File: config.mk
export PLATFORM = sky130hd
export DESIGN_NAME = mips_run_ctrl
export DESIGN_NICKNAME = d
export VERILOG_FILES = /design/src/rtl/mips_run_ctrl.sv
export SDC_FILE = /design/constraint.sdc
export NUM_CORES = 1
export LEC_CHECK = 0
export CAP_MARGIN = 20
export CELL_PAD_IN_SITES_DETAIL_PLACEMENT = 1
export CELL_PAD_IN_SITES_GLOBAL_PLACEMENT = 1
export CORE_ASPECT_RATIO = 1.5
export CORE_UTILIZATION = 38
export CTS_BUF_LIST = sky130_fd_sc_hd__clkbuf_2 sky130_fd_sc_hd__clkbuf_4 sky130_fd_sc_hd__clkbuf_8
export CTS_CLUSTER_DIAMETER = 100
export DETAILED_ROUTE_END_ITERATION = 7
export PLACE_DENSITY = 0.8
export SLEW_MARGIN = 20
export SYNTH_ARGS = -nofsm -noshare
export SYNTH_HDL_FRONTEND = slang
export SYNTH_SLANG_ARGS = --single-unit
File: constraint.sdc
create_clock -name clk -period 2.58 [get_ports clk]
set_input_delay 0.516 -clock clk [delete_from_list [all_inputs] [get_ports clk]]
set_output_delay 0.516 -clock clk [all_outputs]
set_load 0.1 [all_outputs]
File: src/rtl/mips_run_ctrl.sv
// rtl/mips_run_ctrl.sv - reset/run sequencer for the MIPS core harness
//
// Holds the core in reset for HOLD_CYCLES after controller reset, then counts
// RUN cycles and retired instructions until a halt (halt PC or self-loop) or a
// cycle-budget timeout. Both terminal states are sticky until restart/reset.
//
// Ports:
//   clk        in  rising-edge clock
//   reset      in  asynchronous active-low controller reset
//   restart    in  synchronous pulse, back to HOLD from any state
//   retire     in  core retired one instruction this cycle
//   retire_pc  in  PC of the retired instruction
//   cpu_reset  out active-high reset to the core (high in HOLD)
//   running    out high in RUN
//   done       out high in HALTED
//   timeout    out high in TIMEOUT
//   cycle_cnt  out RUN cycles elapsed
//   retire_cnt out instructions retired in RUN
module mips_run_ctrl #(
   parameter int          HOLD_CYCLES = 50,
   parameter int          CNT_W       = 32,
   parameter int unsigned MAX_CYCLES  = 100000,
   parameter logic [31:0] HALT_PC     = 32'h0000_4ffc,
   parameter int          HALT_REPEAT = 3
) (
   input  logic             clk,
   input  logic             reset,
   input  logic             restart,
   input  logic             retire,
   input  logic [31:0]      retire_pc,
   output logic             cpu_reset,
   output logic             running,
   output logic             done,
   output logic             timeout,
   output logic [CNT_W-1:0] cycle_cnt,
   output logic [CNT_W-1:0] retire_cnt
);

   localparam int HW = (HOLD_CYCLES > 1) ? $clog2(HOLD_CYCLES) : 1;
   localparam int RW = (HALT_REPEAT > 1) ? $clog2(HALT_REPEAT + 1) : 1;

   localparam logic [HW-1:0]    HOLD_LAST = HW'(HOLD_CYCLES - 1);
   localparam logic [HW-1:0]    HOLD_ONE  = HW'(1);
   localparam logic [RW-1:0]    REP_ONE   = RW'(1);
   localparam logic [RW-1:0]    REP_LIMIT = RW'(HALT_REPEAT);
   localparam logic [CNT_W-1:0] CNT_ONE   = CNT_W'(1);
   localparam logic [CNT_W-1:0] CYC_LAST  = CNT_W'(MAX_CYCLES - 1);

   typedef enum logic [1:0] {
      S_HOLD,
      S_RUN,
      S_HALTED,
      S_TIMEOUT
   } state_t;

   state_t           state, state_nxt;
   logic [HW-1:0]    hold_cnt, hold_nxt;
   logic [RW-1:0]    rep_cnt, rep_nxt, rep_upd;
   logic [31:0]      last_pc, last_pc_nxt;
   logic [CNT_W-1:0] cyc_nxt, ret_nxt;
   logic             halt_hit;

   function automatic logic [CNT_W-1:0] sat_inc(input logic [CNT_W-1:0] v);
      return (v == '1) ? v : v + CNT_ONE;
   endfunction

   // Repeat count this retire would produce: a PC change restarts the run of
   // identical PCs at 1.
   always_comb begin
      rep_upd = REP_ONE;
      if (retire_pc == last_pc) begin
         rep_upd = (rep_cnt == '1) ? rep_cnt : rep_cnt + REP_ONE;
      end
   end

   always_comb begin
      halt_hit = 1'b0;
      if (retire) begin
         halt_hit = (retire_pc == HALT_PC) ||
                    ((HALT_REPEAT != 0) && (rep_upd >= REP_LIMIT));
      end
   end

   always_comb begin
      state_nxt   = state;
      hold_nxt    = hold_cnt;
      rep_nxt     = rep_cnt;
      last_pc_nxt = last_pc;
      cyc_nxt     = cycle_cnt;
      ret_nxt     = retire_cnt;

      if (restart) begin
         // Counters keep their values until the next RUN entry.
         state_nxt = S_HOLD;
         hold_nxt  = '0;
      end else begin
         case (state)
            S_HOLD: begin
               if (hold_cnt == HOLD_LAST) begin
                  state_nxt = S_RUN;
                  cyc_nxt   = '0;
                  ret_nxt   = '0;
                  rep_nxt   = '0;
               end else begin
                  hold_nxt = hold_cnt + HOLD_ONE;
               end
            end
            S_RUN: begin
               cyc_nxt = sat_inc(cycle_cnt);
               if (retire) begin
                  ret_nxt     = sat_inc(retire_cnt);
                  rep_nxt     = rep_upd;
                  last_pc_nxt = retire_pc;
               end
               // Halt wins over a timeout in the same cycle.
               if (halt_hit) begin
                  state_nxt = S_HALTED;
               end else if (cycle_cnt == CYC_LAST) begin
                  state_nxt = S_TIMEOUT;
               end
            end
            default: begin
            end
         endcase
      end
   end

   always_ff @(posedge clk or negedge reset) begin
      if (!reset) begin
         state      <= S_HOLD;
         hold_cnt   <= '0;
         rep_cnt    <= '0;
         last_pc    <= '0;
         cycle_cnt  <= '0;
         retire_cnt <= '0;
         cpu_reset  <= 1'b1;
         running    <= 1'b0;
         done       <= 1'b0;
         timeout    <= 1'b0;
      end else begin
         state      <= state_nxt;
         hold_cnt   <= hold_nxt;
         rep_cnt    <= rep_nxt;
         last_pc    <= last_pc_nxt;
         cycle_cnt  <= cyc_nxt;
         retire_cnt <= ret_nxt;
         // Flags are decoded from the next state so they line up with it.
         cpu_reset  <= (state_nxt == S_HOLD);
         running    <= (state_nxt == S_RUN);
         done       <= (state_nxt == S_HALTED);
         timeout    <= (state_nxt == S_TIMEOUT);
      end
   end

endmodule
After elaboration in Yosys (flattened, before gate mapping)
Index checks and enable logic that the tools add are counted.
{"block": "classes", "reduce_logical": 10, "mux": 20, "bitwise": 1, "n_addsub": 4, "order_cmp": 1, "n_eq_ne": 16}
{"op": "two-way mux 32 bit", "n": 4}
{"op": "one-hot mux 32 bit (2 select lines)", "n": 2}
{"op": "adder 32 x 1 -> 32 bit (second input constant)", "n": 2}
{"op": "== test 32 bit (second input constant)", "n": 2}
{"op": "== test 32 x 15 -> 1 bit (second input constant)", "n": 1}
{"op": "== test 32 x 17 -> 1 bit (second input constant)", "n": 1}
{"op": "== test 32 bit", "n": 1}
{"op": "two-way mux 6 bit", "n": 3}
{"op": "two-way mux 2 bit", "n": 8}
{"op": "!= test 2 bit (second input constant)", "n": 5}
{"op": "one-hot mux 2 bit (2 select lines)", "n": 2}
{"op": "AND reduction 4 bit", "n": 2}
{"op": "adder 6 x 1 -> 6 bit (second input constant)", "n": 1}
{"op": "== test 2 bit (second input constant)", "n": 3}
{"op": "== test 6 bit (second input constant)", "n": 1}
{"op": "AND reduction 5 bit", "n": 1}
{"op": "== test 2 x 1 -> 1 bit (second input constant)", "n": 2}
{"op": "logical NOT 2 bit", "n": 2}
{"op": "nonzero test 2 bit", "n": 2}
{"op": "AND reduction 3 bit", "n": 1}
{"op": "adder 2 x 1 -> 2 bit (second input constant)", "n": 1}
{"op": ">= comparator 2 bit (second input constant)", "n": 1}
{"op": "AND reduction 2 bit", "n": 1}
{"op": "logical OR 1 bit", "n": 1}
{"op": "2 further kinds", "n": 2}
{"block": "totals", "register_bits": 110, "input_bits": 36}

Depth between registers and ports, before layout
{"block": "depth", "word_depth": 10, "ltp_mapped": 10, "depth_no_buf": 8}

Worst setup path after synthesis
OpenSTA, ideal clock, no wires.
{"block": "synth_timing", "path_kind": "register to register", "from": "register retire_cnt[4]", "to": "register retire_cnt[31]", "arrival_ns": 3.314, "path_stages_with_launch": 9, "setup_ns": 0.078, "path_slack_ns": -0.812, "t_required_ns": 2.502, "synth_period_minus_slack_ns": 3.392, "path_cell_list": "dfrtp_1 and4_4 nand4_4 or4b_1 buf_2 or4_1 buf_2 or3_1 a21oi_1"}
{"block": "synth_between", "elab_chain_len": 4, "elab_cells_between_ends": 7, "classes_between": "add/sub (1); eq/ne (2); mux (3); reduce/logical (1)"}
{"element": "from (decl)", "line": "36", "source": "output logic [CNT_W-1:0] retire_cnt"}
{"element": "from (signal assigned)", "line": "146", "source": "retire_cnt <= ret_nxt;"}
{"element": "adder 32 x 1 -> 32 bit", "line": "64", "source": "return (v == '1) ? v : v + CNT_ONE;"}
{"element": "two-way mux 32 bit", "line": "64"}
{"element": "two-way mux 32 bit", "line": "110", "source": "if (retire) begin"}
{"element": "one-hot mux 32 bit (2 select lines)", "line": "97", "source": "case (state)"}
Parallel ways exist; a longest one is shown, timed or not. The select of a mux whose other input is x is not followed.
A chain may end at the register's enable or synchronous reset.

Final worst setup path
{"block": "layout_timing", "from": "register hold_cnt[1]", "to": "register retire_cnt[31]"}
{"block": "layout_between", "elab_chain_len": 3}
{"element": "from (decl)", "line": "57", "source": "logic [HW-1:0] hold_cnt, hold_nxt;"}
{"element": "from (signal assigned)", "line": "142", "source": "hold_cnt <= hold_nxt;"}
{"element": "== test 6 bit", "line": "99", "source": "if (hold_cnt == HOLD_LAST) begin"}
{"element": "!= test 2 bit (no line)"}
{"element": "AND reduction 5 bit (no line)"}
No other way between the ends.

==> summary.txt <==
Outcome
  • Status: finished, final reports clean

Clock tree
  • Clock Latency Late Sink: 0.38 ns
  • Clock sinks: 110
  • CTS clock-pin slew for the worst setup and hold paths: 0.11 ns
  • Htree depth: 3
  • CTS tree: built
  • Total CTS buffers: 9
  • Worst-case clock buffer depth: 2
  • Clk root buf: clkbuf_8

Critical path
  • Critical Path End: retire_cnt[31]
  • Critical path buffers and inverters: 1
  • WP data required: 2.90 ns
  • CP endpoint kind: flop
  • CP startpoint: hold_cnt[1]
  • Worst Setup Start Kind: flop
  • Worst reg2reg setup slack: 0.08 ns
  • Worst r2r path cells: 8
  • Crit Path Max Fanout: 5
  • Worst R2R Start: hold_cnt[1]
  • Slowest CP cell: or4b_4
  • CP top delay family: simple AND/OR/NAND/NOR gates
  • Critical Path Stages: 8
  • Critical path type: flop to flop
  • WP data arrival: 2.82 ns
  • Worst path cell trace: inv_1, ha_4, nand4b_4, o31ai_4, or4b_4, or4_4, or3_4, a21oi_4
  • RR Endpoint: retire_cnt[31]
  • Crit-path max cell delay: 0.50 ns

Floorplan
  • Die area: 0.01585 mm2
  • Ports: 104
  • Core area: 0.01507 mm2
  • Die width: 103.1 um
  • Die extent in y: 153.7 um
  • Num rows: 55
  • Initial core utilization: 38.69%

Synthesis
  • Ys async rst share: 100.0%
  • Syn_nets: 635
  • Flops & latches, synth: 110
  • Count of cell types in the netlist: 52
  • Register area share after synthesis: 47.23%
  • Syn Inst Count: 595
  • Synth area leader: dfrtp_1
  • Area contributors post-synth: dfrtp_1, mux2_2, xor2_1, xnor2_1, nor2_1
  • Synth top area share: 46.78%
  • Post-synth top cells: dfrtp_1, nor2_1, nand2_1
  • Post-synth EDFFs: 0
  • Total of warnings raised by yosys: 0
  • Syn_area_per_cell: 9.799 um2
  • Prevailing post-synth register cell: dfrtp_1
  • Mapped cell area: 0.005831 mm2
  • Most frequent cell after synthesis: dfrtp_1

Placed design
  • Port Buffers: 103
  • Dpl cell area: 0.007446 mm2
  • Post-Place Setup Slack: -0.4070 ns
  • Dpl hpwl: 13.90 mm
  • Routability cong.: 0.8681

Drt
  • Vias/cell: 5.517
  • Detailed Route Iter0 Violations: 149
  • Routed wire length: 17.96 mm
  • WL per Instance: 18.90 um
  • Via count: 5241
  • Antenna Nets Post-Route: 0
  • Router iterations before antenna repair: 4
  • Residual DRC count: 0

STA
  • Slew margin rel.: 49.93%
  • Clock Skews: 0.01245 ns
  • Final setup viols: 0
  • Final worst path period share: 96.86%
  • Fin. max-slew vios: 0
  • Slew @ Worst Pin: 0.7503 ns
  • Hold Slack: 0.4806 ns
  • Final worst path period need: 2.499 ns
  • Setup ws final: 0.08102 ns
  • Maximum operating frequency: 400.2 MHz
  • Hold Fails Final Rpt: 0

Power and ir drop
  • Internal power: 2.394 mW
  • Net Switching: 0.9812 mW
  • Switch share: 29.07%
  • Flop pwr share: 54.1%
  • Power Total: 3.375 mW
  • PD cells: 435.3 mW/mm2
  • Clk pwr share: 31.9%
  • Leak Pwr: 3.295 nW
  • Peak supply drop: 0.3380 mV
  • Gate power share: 14.0%

Final layout
  • Layout cells sized above 1: 34.62%
  • Final Instance Area: 0.007752 mm2
  • Area grow syn2layout: 32.96%
  • Number of antenna repair diodes: 0
  • Final nets: 786
  • End-of-flow core utilization: 51.44%
  • Fillers: 1705

Hold path
  • Worst min path class: input pin to asynchronous set/reset pin

Global route
  • Initial antenna violation count: 0
  • Vias in the first global route: 5801
  • Total grt overflow: 0
  • Global-route wire length before repair: 29.31 mm
  • Total Routing Usage GR: 23.88%
  • Largest net degree at the start of global routing: 52

Run
  • Number of max-cap violations: 0
[registers in the layout, indices dropped and copies added (netlist names)]
name,flops
cycle_cnt,32
last_pc,32
retire_cnt,32
hold_cnt,6
rep_cnt,2
state,2
cpu_reset,1
done,1
running,1
timeout,1
[metrics by stage]
step                        TNS (ns)  instances
after floorplan               -1.332        595
after global placement        -1.829        930
after detailed placement      -3.493        930
after CTS                          0        947
after global routing      -0.0002764        950
final                              0        950
[worst reg2reg max path, stage by stage, from the launching register on]
cell      delay (ns)
dfrtp_1         0.39
inv_1           0.09
ha_4            0.14
nand4b_4        0.13
o31ai_4         0.23
or4b_4          0.50
or4_4           0.47
or3_4           0.36
a21oi_4         0.13
[area by class of cell]
class / count / area [um2] / share of cell area, %
clock inverters: 7 / 73.82 / 0.9522
flip-flops and latches: 110 / 2885 / 37.22
well taps: 199 / 249.0 / 3.212
multi-input cells: 451 / 3055 / 39.41
inverters: 11 / 41.29 / 0.5326
repair buffers: 163 / 1324 / 17.08
clock buffers: 9 / 123.9 / 1.598
[per-layer routing]
layer | wire length [um] | vias to the layer above | GRT usage, %
met5 | 0 | - | 0
met4 | 486 | 0 | 8.920
met3 | 718 | 36 | 4.045
met2 | 9955 | 125 | 43.84
met1 | 6797 | 2643 | 26.85
li1 | - | 2437 | -
[worst min path at each step]
stage                     startpoint        endpoint  slack (ns)  cells past startpoint
after floorplan                reset   cycle_cnt[13]        0.22                      0
after global placement         reset  retire_cnt[13]        0.33                      1
after detailed placement       reset  retire_cnt[13]        0.33                      1
after CTS                      reset  retire_cnt[13]        0.47                      2
after global routing           reset  retire_cnt[13]        0.47                      2
final                          reset  retire_cnt[13]        0.48                      2
[layout by cell type (no fill, tap or decap), types with 11 or more instances in the layout]
| cell type | count |
|---|---|
| mux2_2 | 32 |
| o21ai_0 | 28 |
| nor2_1 | 60 |
| inv_1 | 11 |
| buf_4 | 127 |
| dfrtp_1 | 52 |
| dfrtp_4 | 24 |
| nand4_1 | 20 |
| dfrtp_2 | 33 |
| nand2_1 | 47 |
| a21oi_1 | 15 |
| xor2_1 | 39 |
| nor3_1 | 23 |
| nor4_1 | 22 |
| nand3_1 | 25 |
| clkdlybuf4s50_1 | 34 |
| or3_1 | 11 |
| xnor2_1 | 33 |
[timing repair]
action | in CTS | in global routing
endpoints found under the hold margin | 2 | 0
cloned | 0 | 1
endpoints found under the setup margin | 4 | 8
gates resized for setup | 3 | 12
setup buffers | 0 | 2
pin swaps | 0 | 1
hold buffers | 1 | 0
[power by group through the flow]
stage | Clock (mW) | Sequential, mW | Combinational [mW]
2_1_floorplan | 0 | 2.01 | 0.0975
3_3_place_gp | 0 | 1.85 | 0.450
3_5_place_dp | 0 | 1.86 | 0.466
4_1_cts | 1.11 | 1.83 | 0.469
5_1_grt | 1.18 | 1.83 | 0.502
6_report | 1.08 | 1.83 | 0.471
[cells by family (layout without fill, tap and decap cells)]
family          Yosys count  in the layout  synth area share [%]
compound gates           73             73                 7.618
xor+xnor                 72             72                 10.82
fa+ha+maj                 4              4                0.8584
buf+inv                  35            190                 2.296
flops                   110            110                 47.23
mux                      32             32                 6.180
simple gates            269            270                 25.00
Power figures use the tool's default switching activity.
